<file path="src/rtl/pat_gen_pkg.sv">
// Shared types and default sizing for the serial pattern generator and its detector bench.
package pat_gen_pkg;

  localparam int DEF_DATA_W = 32;
  localparam int DEF_PAT_W  = 4;
  localparam int DEF_DIV    = 4;

  typedef enum logic [0:0] {
    ST_IDLE  = 1'b0,
    ST_SHIFT = 1'b1
  } state_t;

endpackage

</file>
<file path="src/rtl/pat_gen_if.sv">
// Load/stream bus of the pattern generator; master drives the request, slave is the generator.
interface pat_gen_if
  import pat_gen_pkg::*;
#(
  parameter int DATA_W = DEF_DATA_W,
  parameter int PAT_W  = DEF_PAT_W
) ();

  logic              load;
  logic [DATA_W-1:0] data_in;
  logic [PAT_W-1:0]  pattern;
  logic              ser_out;
  logic              bit_valid;
  logic              busy;
  logic              done;
  logic              pat_hit;

  modport master (
    output load, data_in, pattern,
    input  ser_out, bit_valid, busy, done, pat_hit
  );

  modport slave (
    input  load, data_in, pattern,
    output ser_out, bit_valid, busy, done, pat_hit
  );

endinterface

</file>
<file path="src/rtl/pat_gen_bit_tick_gen.sv">
// DIV-cycle bit-period counter; period_start flags the edge that opens a new period.
module bit_tick_gen #(
  parameter int DIV = 4
) (
  input  logic clk,
  input  logic reset,
  input  logic clear,
  input  logic enable,
  output logic period_start,
  output logic period_end
);

  localparam int                CNT_W    = $clog2(DIV);
  localparam logic [CNT_W-1:0]  CNT_LAST = CNT_W'(DIV - 1);

  logic [CNT_W-1:0] cnt_r;

  assign period_end   = enable && (cnt_r == CNT_LAST);
  assign period_start = clear || period_end;

  // Divider counter: restarts on clear or at the end of each period.
  always_ff @(posedge clk) begin
    if (reset) begin
      cnt_r <= {CNT_W{1'b0}};
    end else if (period_start) begin
      cnt_r <= {CNT_W{1'b0}};
    end else if (enable) begin
      cnt_r <= cnt_r + CNT_W'(1);
    end else begin
      cnt_r <= cnt_r;
    end
  end

endmodule

</file>
<file path="src/rtl/pat_gen.sv">
// Serial pattern generator: shifts a loaded word out MSB first, one bit per DIV clocks,
// and flags bit periods where the last PAT_W emitted bits equal the latched pattern.
module pat_gen
  import pat_gen_pkg::*;
#(
  parameter int DATA_W = DEF_DATA_W,
  parameter int PAT_W  = DEF_PAT_W,
  parameter int DIV    = DEF_DIV
) (
  input  logic     clk,
  input  logic     reset,
  pat_gen_if.slave bus
);

  localparam int IDX_W = $clog2(DATA_W);
  localparam int NB_W  = $clog2(PAT_W + 1);

  state_t              state_r, state_s;
  // The MSB is already on ser_out, so only the remaining DATA_W-1 bits are held.
  logic [DATA_W-2:0]   shift_r, shift_s;
  logic [IDX_W-1:0]    bit_idx_r, bit_idx_s;
  logic [PAT_W-1:0]    hist_r, hist_s;
  logic [PAT_W-1:0]    pat_r, pat_s;
  logic [NB_W-1:0]     nbits_r, nbits_s;
  logic                ser_out_r, ser_out_s;
  logic                bit_valid_r, bit_valid_s;
  logic                busy_r, busy_s;
  logic                done_r, done_s;
  logic                pat_hit_r, pat_hit_s;

  logic                accept_s, advance_s, finish_s, next_bit_s;
  logic                tick_en_s, period_start_s, period_end_s;

  assign tick_en_s  = (state_r == ST_SHIFT);
  assign accept_s   = (state_r == ST_IDLE) && bus.load;
  assign advance_s  = period_end_s && (bit_idx_r != {IDX_W{1'b0}});
  assign finish_s   = period_end_s && (bit_idx_r == {IDX_W{1'b0}});
  assign next_bit_s = shift_r[DATA_W-2];

  bit_tick_gen #(.DIV(DIV)) u_tick (
    .clk          (clk),
    .reset        (reset),
    .clear        (accept_s),
    .enable       (tick_en_s),
    .period_start (period_start_s),
    .period_end   (period_end_s)
  );

  // State register.
  always_ff @(posedge clk) begin
    if (reset) begin
      state_r <= ST_IDLE;
    end else begin
      state_r <= state_s;
    end
  end

  // Next-state logic.
  always_comb begin
    state_s = state_r;
    case (state_r)
      ST_IDLE: begin
        if (accept_s) state_s = ST_SHIFT;
        else          state_s = ST_IDLE;
      end
      ST_SHIFT: begin
        if (finish_s) state_s = ST_IDLE;
        else          state_s = ST_SHIFT;
      end
      default: state_s = ST_IDLE;
    endcase
  end

  // Next values of the datapath and of every registered output.
  always_comb begin
    shift_s   = shift_r;
    bit_idx_s = bit_idx_r;
    hist_s    = hist_r;
    pat_s     = pat_r;
    nbits_s   = nbits_r;
    ser_out_s = ser_out_r;
    busy_s    = busy_r;
    done_s    = 1'b0;
    if (accept_s) begin
      shift_s   = bus.data_in[DATA_W-2:0];
      bit_idx_s = IDX_W'(DATA_W - 1);
      hist_s    = {{(PAT_W-1){1'b0}}, bus.data_in[DATA_W-1]};
      pat_s     = bus.pattern;
      nbits_s   = NB_W'(1);
      ser_out_s = bus.data_in[DATA_W-1];
      busy_s    = 1'b1;
    end else if (advance_s) begin
      shift_s   = {shift_r[DATA_W-3:0], 1'b0};
      bit_idx_s = bit_idx_r - IDX_W'(1);
      hist_s    = {hist_r[PAT_W-2:0], next_bit_s};
      if (nbits_r == NB_W'(PAT_W)) nbits_s = nbits_r;
      else                         nbits_s = nbits_r + NB_W'(1);
      ser_out_s = next_bit_s;
    end else if (finish_s) begin
      shift_s   = {(DATA_W-1){1'b0}};
      bit_idx_s = {IDX_W{1'b0}};
      hist_s    = {PAT_W{1'b0}};
      nbits_s   = {NB_W{1'b0}};
      ser_out_s = 1'b0;
      busy_s    = 1'b0;
      done_s    = 1'b1;
    end else begin
      done_s    = 1'b0;
    end

    bit_valid_s = period_start_s && (state_s == ST_SHIFT);

    // The hit is decided once per bit and then held for the whole period.
    if (accept_s || advance_s) begin
      pat_hit_s = (nbits_s == NB_W'(PAT_W)) && (hist_s == pat_s);
    end else if (finish_s) begin
      pat_hit_s = 1'b0;
    end else begin
      pat_hit_s = pat_hit_r;
    end
  end

  // Datapath and output registers.
  always_ff @(posedge clk) begin
    if (reset) begin
      shift_r     <= {(DATA_W-1){1'b0}};
      bit_idx_r   <= {IDX_W{1'b0}};
      hist_r      <= {PAT_W{1'b0}};
      pat_r       <= {PAT_W{1'b0}};
      nbits_r     <= {NB_W{1'b0}};
      ser_out_r   <= 1'b0;
      bit_valid_r <= 1'b0;
      busy_r      <= 1'b0;
      done_r      <= 1'b0;
      pat_hit_r   <= 1'b0;
    end else begin
      shift_r     <= shift_s;
      bit_idx_r   <= bit_idx_s;
      hist_r      <= hist_s;
      pat_r       <= pat_s;
      nbits_r     <= nbits_s;
      ser_out_r   <= ser_out_s;
      bit_valid_r <= bit_valid_s;
      busy_r      <= busy_s;
      done_r      <= done_s;
      pat_hit_r   <= pat_hit_s;
    end
  end

  assign bus.ser_out   = ser_out_r;
  assign bus.bit_valid = bit_valid_r;
  assign bus.busy      = busy_r;
  assign bus.done      = done_r;
  assign bus.pat_hit   = pat_hit_r;

endmodule

</file>
<file path="src/flat_wrapper.sv">
// flat-port wrapper written by rule: the top's interface ports become plain ports
module pat_gen_flat import pat_gen_pkg::*;
#(
  parameter int DATA_W = DEF_DATA_W,
  parameter int PAT_W  = DEF_PAT_W,
  parameter int DIV    = DEF_DIV
)
  (clk, reset, bus_load, bus_data_in, bus_pattern, bus_ser_out, bus_bit_valid, bus_busy, bus_done, bus_pat_hit);
  pat_gen_if #(.DATA_W(DATA_W), .PAT_W(PAT_W)) bus_i ();
  input  logic clk;
  input  logic reset;
  input wire logic [$bits(bus_i.load)-1:0] bus_load;
  input wire logic [$bits(bus_i.data_in)-1:0] bus_data_in;
  input wire logic [$bits(bus_i.pattern)-1:0] bus_pattern;
  output wire logic [$bits(bus_i.ser_out)-1:0] bus_ser_out;
  output wire logic [$bits(bus_i.bit_valid)-1:0] bus_bit_valid;
  output wire logic [$bits(bus_i.busy)-1:0] bus_busy;
  output wire logic [$bits(bus_i.done)-1:0] bus_done;
  output wire logic [$bits(bus_i.pat_hit)-1:0] bus_pat_hit;
  assign bus_i.load = bus_load;
  assign bus_i.data_in = bus_data_in;
  assign bus_i.pattern = bus_pattern;
  assign bus_ser_out = bus_i.ser_out;
  assign bus_bit_valid = bus_i.bit_valid;
  assign bus_busy = bus_i.busy;
  assign bus_done = bus_i.done;
  assign bus_pat_hit = bus_i.pat_hit;
  pat_gen #(.DATA_W(DATA_W), .PAT_W(PAT_W), .DIV(DIV)) u_core (.clk(clk), .reset(reset), .bus(bus_i));
endmodule
</file>
<file path="config.mk">
export PLATFORM = sky130hd
export DESIGN_NAME = pat_gen_flat
export DESIGN_NICKNAME = d
export VERILOG_FILES = /design/src/rtl/pat_gen_pkg.sv /design/src/rtl/pat_gen_if.sv /design/src/rtl/pat_gen_bit_tick_gen.sv /design/src/rtl/pat_gen.sv /design/src/flat_wrapper.sv
export SDC_FILE = /design/constraint.sdc
export NUM_CORES = 1
export LEC_CHECK = 0
export CAP_MARGIN = 30
export CORE_AREA = 2 2 73 75
export DETAILED_ROUTE_END_ITERATION = 12
export DIE_AREA = 0 0 75 77
export PLACE_DENSITY = 0.74
export SYNTH_ARGS = -nofsm -noshare
export SYNTH_HDL_FRONTEND = slang
export SYNTH_SLANG_ARGS = --single-unit
</file>
<file path="constraint.sdc">
create_clock -name clk -period 1.95 [get_ports clk]
set_clock_uncertainty 0.15 [all_clocks]
set_input_delay 0.39 -clock clk [delete_from_list [all_inputs] [get_ports clk]]
set_output_delay 0.39 -clock clk [all_outputs]
set_load 0.05 [all_outputs]
</file>
# Yosys cells after proc, flatten, opt, wreduce, memory -nomap -nowiden

Cells that the tools add are included.

Register bits: 55
Bits of input ports: 39
Logic and storage cells: 61

Add/subtract/negate cells: 3
Eq/ne operators: 5
Mux-type cells: 24
Bitwise operators: 1
Reduce and logical (&&, ||, !) cells: 16

Operators with widths:

| kind                                                                    | count |
|---|---|
| 31-bit two-way mux                                                      | 3 |
| 4-bit two-way mux                                                       | 4 |
| 5-bit two-way mux                                                       | 3 |
| 3-bit two-way mux                                                       | 4 |
| 1-bit two-way mux                                                       | 9 |
| 3-bit == test, second input constant                                    | 2 |
| 1-bit logical AND                                                       | 6 |
| 5-bit zero test                                                         | 1 |
| 5-bit nonzero test                                                      | 1 |
| 5-bit by 1-bit subtractor with 5-bit output, second input constant      | 1 |
| 4-bit == test                                                           | 1 |
| 2-bit nonzero test                                                      | 2 |
| 3-bit by 1-bit adder with 3-bit output, second input constant           | 1 |
| 3-bit nonzero test                                                      | 1 |
| 3-bit OR reduction                                                      | 1 |
| 2-bit by 1-bit adder with 2-bit output, second input constant           | 1 |
| 2-bit == test, second input constant                                    | 1 |
| 1-bit logical OR                                                        | 2 |
| 2-bit by 1-bit inequality test with 1-bit output, second input constant | 1 |
| 1-bit case mux with 2 select lines                                      | 1 |
| 2-bit AND reduction                                                     | 1 |
| 2-bit OR reduction                                                      | 1 |
| 1-bit NOT                                                               | 1 |

# Depth between registers and ports, before layout

Word-level depth: 9
Gate-level depth with buffers: 7
Depth with buffers taken out: 7

# By module

A second synthesis with hierarchy kept.

Cell total of the unflattened synthesis: 270
Area total of the unflattened synthesis: 2,329.7 um^2

By module, submodules not included:

| module       | times used | cells an instance | area each (um^2) | sequential area each (um^2) |
|---|---|---|---|---|
| pat_gen      | 1          | 259               | 2,215.9          | 1,061.0 |
| bit_tick_gen | 1          | 11                | 113.9            | 40.0 |

# Least setup slack after synthesis

No wires, ideal clock.

Path kind: flip-flop to flip-flop
Start: register u_core.bit_idx_r[0]
End: register u_core.pat_hit_r, in the netlist u_core.bus.pat_hit
Arrival: 1.716 ns
Setup slack: -0.033 ns
Stages on the path, launching flop included: 8
Path buffers: 0
Clock period less this slack: 1.983 ns
Cells stage by stage: dfxtp_1 inv_1 ha_1 or4b_4 a32oi_1 xor2_1 nor2_1 a32o_1

Cells in the longest elaborated chain, start to end: 8
Elaborated cells on any way between the ends: 16

RTL lines:

| element                                                | line           | source |
|---|---|---|
| from (decl)                                            | pat_gen.sv:21  | `logic [IDX_W-1:0] bit_idx_r, bit_idx_s;` |
| from (signal assigned)                                 | pat_gen.sv:127 | `bit_idx_r <= {IDX_W{1'b0}};` |
| from (signal assigned)                                 | pat_gen.sv:138 | `bit_idx_r <= bit_idx_s;` |
| 5-bit zero test                                        | pat_gen.sv:37  | `assign finish_s = period_end_s && (bit_idx_r == {IDX_W{1'b0}});` |
| 1-bit logical AND                                      | pat_gen.sv:37  |  |
| 4-bit two-way mux or 3-bit two-way mux (tied branches) | pat_gen.sv:99  | `end else if (finish_s) begin` |
| 4-bit two-way mux or 3-bit two-way mux (tied branches) | pat_gen.sv:92  | `end else if (advance_s) begin` |
| 4-bit two-way mux or 3-bit two-way mux (tied branches) | pat_gen.sv:84  | `if (accept_s) begin` |
| 4-bit == test or 3-bit == test (tied branches)         | pat_gen.sv:115 | `pat_hit_s = (nbits_s == NB_W'(PAT_W)) && (hist_s == pat_s);` |
| 1-bit logical AND                                      | pat_gen.sv:115 |  |
| 1-bit two-way mux                                      | pat_gen.sv:114 | `if (accept_s \|\| advance_s) begin` |
| to (signal assigned)                                   | pat_gen.sv:146 | `pat_hit_r <= pat_hit_s;` |
| to (decl)                                              | pat_gen.sv:29  | `logic pat_hit_r, pat_hit_s;` |

Parallel ways exist; a longest one is shown, timed or not.
A chain may end at the register's enable or synchronous reset.

# Worst setup path after layout

Start: register u_core.bit_idx_r[1]
End: register u_core.pat_hit_r, in the netlist u_core.bus.pat_hit

Same word-level chain as after synthesis.

==> results.json <==
{
  "cp-start-kind": "flop",
  "nets": 347,
  "setup_viol": 1,
  "clock_latency_ns": 0.30,
  "gp_congestion": 0.8334,
  "hold_violations": 0,
  "crit_type": "flop to flop",
  "ir_worst_vdd_uv": 444.6,
  "min_period_ns": 1.995,
  "dieArea_um2": 5775,
  "numClockSinks": 55,
  "routed_via_density": 5.519,
  "avgSynthCellArea_um2": 9.234,
  "first_global_vias": 1965,
  "post_drt_wl_per_cell_um": 13.68,
  "post-route-drc-count": 0,
  "final_layout_size_suffix_gt1_frac": 0.2007,
  "dpl-instance-area_um2": 2930,
  "max_freq_mhz": 501.2,
  "antenna_found_initial": 0,
  "synthDistinctLibCells": 31,
  "synth_nets": 286,
  "top_level_ports": 44,
  "start_util": 0.4490,
  "fin_util": 0.6182,
  "status": "complete, but fails checks",
  "maxCapViolations": 0,
  "hpwl_um": 3547,
  "power_density_nw_per_um2": 732.6,
  "fp.dieW_um": 75,
  "routed-wl-met3_um": 299,
  "setup_ws_ns": -0.04531,
  "rsz0062_at_grt": "yes",
  "ys_seq_elements": 55,
  "die_height_um": 77,
  "p_leak_uw": 0.001192,
  "grt_max_degree": 49,
  "syn_area_um2": 2235,
  "n_fill_cell": 419,
  "vias": 2064,
  "regArea_um2": 1106,
  "critPathCaptureType": "flop",
  "synthMuxAreaShare": 0.02688,
  "tightest_slew_ns": 0.3172,
  "multiInputGateArea_um2": 1095,
  "synth-seq-area-share": 0.4927,
  "layout_commonest_cell": "dfxtp_1",
  "slowest_delay_ns": 0.51,
  "numCtsBuffers": 5,
  "cp.required_ns": 2.00,
  "synth_compound_area_frac": 0.2133,
  "coreArea_um2": 4977,
  "routed.top_layer": "met4",
  "critPathMaxFanout": 4,
  "num_antenna_cells": 0,
  "grt_pass1_wl_um": 8811,
  "synth_top_family_by_area": "compound AO/OA/AOI/OAI gates",
  "yosys.area_share.simple": 0.1713,
  "crit_arrival_ns": 2.05,
  "htreeDepth": 2,
  "wl_met2_um": 2495,
  "crit_slowest_cell": "or4b_4",
  "wl_met1_um": 2223,
  "dr.pass1.iters": 7,
  "final_area_um2": 3077,
  "cts_buffer_depth": 2,
  "crit_chain": "inv_2, ha_4, or4b_4, a32oi_2, xor2_1, nor2_1, a32o_1",
  "min_path_type": "input pin to flop",
  "synth_cells": 242,
  "drtIter0Drc": 215,
  "overflow": 0,
  "fin_tns_setup_ns": -0.04531,
  "num_rows": 26,
  "postRouteAntennaNets": 0,
  "grt_usage": 0.1924,
  "synth_xor_area_frac": 0.02352,
  "failed_checks": "negative setup slack",
  "synthAdderAreaFrac": 0.02800,
  "drt-total-wl_um": 5115,
  "mostFrequentLayoutCells": "dfxtp_1 (51), nor2_1 (49), clkdlybuf4s50_1 (37), buf_4 (35), a222oi_1 (26)",
  "area_growth_pct": 37.68,
  "period_share": 1.023,
  "clkTransAtPathRegs_ns": 0.09,
  "portBuffers": 43,
  "cts_tree": "done",
  "place_ws_ns": -0.1865,
  "ys_warn_count": 0,
  "root_buffer": "clkbuf_8",
  "whs_ns": 0.2531,
  "slew_viol_final": 0,
  "slew-limit-headroom": 0.7843
}
[where the power goes]
part | internal (µW) | switching, µW | total, µW
Sequential | 1190 | 38.2 | 1220
Combinational | 209 | 175 | 384
Clock | 292 | 355 | 646
Total | 1690 | 568 | 2250
[Yosys cell counts]
| cell | instances | area share |
|---|---|---|
| nor2b_1 | 1 | 0.0028 |
| or4_2 | 1 | 0.0039 |
| a21oi_1 | 16 | 0.036 |
| clkbuf_1 | 12 | 0.020 |
| nand3_1 | 1 | 0.0022 |
| nor4b_2 | 1 | 0.0067 |
| or4b_4 | 1 | 0.0062 |
| nor4_1 | 1 | 0.0028 |
| a21boi_0 | 1 | 0.0034 |
| o32ai_1 | 1 | 0.0039 |
| ha_1 | 5 | 0.028 |
| mux2i_1 | 6 | 0.027 |
| a211oi_1 | 4 | 0.013 |
| nor2_1 | 49 | 0.082 |
| nor2_2 | 1 | 0.0028 |
| buf_1 | 5 | 0.0084 |
| inv_1 | 4 | 0.0067 |
| xor2_1 | 5 | 0.020 |
| a32oi_1 | 2 | 0.0078 |
| o21ai_0 | 1 | 0.0022 |
| nor3_1 | 14 | 0.031 |
| a22oi_1 | 3 | 0.010 |
| a222oi_1 | 26 | 0.12 |
| nand2b_1 | 2 | 0.0056 |
| and2_1 | 1 | 0.0028 |
| a221oi_1 | 4 | 0.016 |
| xnor2_1 | 1 | 0.0039 |
| dfxtp_1 | 55 | 0.49 |
| buf_2 | 4 | 0.0090 |
| nand2_1 | 13 | 0.022 |
| a32o_1 | 1 | 0.0045 |
[final timing paths]
check	end	slack [ns]	start	depth (start not counted)
setup / recovery	u_core.bus.pat_hit$_SDFFE_PP0P_	-0.05	u_core.bit_idx_r[1]$_SDFFE_PP0P_	7
hold reg to reg	u_core.pat_r[0]$_SDFF_PP0_	0.32	u_core.pat_r[0]$_SDFF_PP0_	2
hold / removal	u_core.state_r$_SDFF_PP0_	0.25	reset	2
setup reg to reg	u_core.bus.pat_hit$_SDFFE_PP0P_	-0.05	u_core.bit_idx_r[1]$_SDFFE_PP0P_	7
[metal layers]
metal  GRT usage  vias up
li1            -     1024
met1      0.2504      966
met2      0.3035       64
met3     0.04993       10
met4     0.06786        0
met5           0        -
[cells by family after synthesis]
kind of cell | count (synthesis)
simple gates | 86
buf+inv | 25
fa+ha+maj | 5
compound gates | 59
mux | 6
xor+xnor | 6
flops | 55
[flip-flops by register name (all words and copies together), names as in the netlist]
name                  cells
u_core.shift_r           31
u_core.bit_idx_r          5
u_core.hist_r             4
u_core.pat_r              4
u_core.nbits_r            3
u_core.u_tick.cnt_r       2
u_core.bus.bit_valid      1
u_core.bus.busy           1
u_core.bus.done           1
u_core.bus.pat_hit        1
u_core.bus.ser_out        1
u_core.state_r            1
[critical path, delay by kind of cell (launching register included)]
kind,cells,cell delay (ns)
xor gates and xnor gates,1,0.16
and+or+nand+nor,2,0.57
adders and majority gates,1,0.13
buffers and inverters,1,0.07
AOI/OAI and AO/OA,2,0.47
DFF,1,0.33
[cell type report]
| type | instances | share of cell area |
|---|---|---|
| Sequential cell | 55 | 0.3595 |
| Clock inverter | 1 | 0.002847 |
| Inverter | 4 | 0.004880 |
| Timing Repair Buffer | 75 | 0.2204 |
| Multi-Input combinational cell | 162 | 0.3558 |
| Clock buffer | 7 | 0.02806 |
| Tap cell | 70 | 0.02847 |
[repair_timing]
| action | in CTS | in global routing |
|---|---|---|
| setup buffers | 0 | 1 |
| hold buffers | 0 | 0 |
| pin swaps | 3 | 4 |
| endpoints found under the setup margin | 3 | 30 |
| resized for setup | 5 | 7 |
[stage by stage]
stage,total power (µW),cells
finish,2254,374
global route,2363,374
CTS,2262,373
detailed placement,1615,365
global placement,1608,365
floorplan,1437,242
No activity file was read; power rests on OpenSTA's default activity.
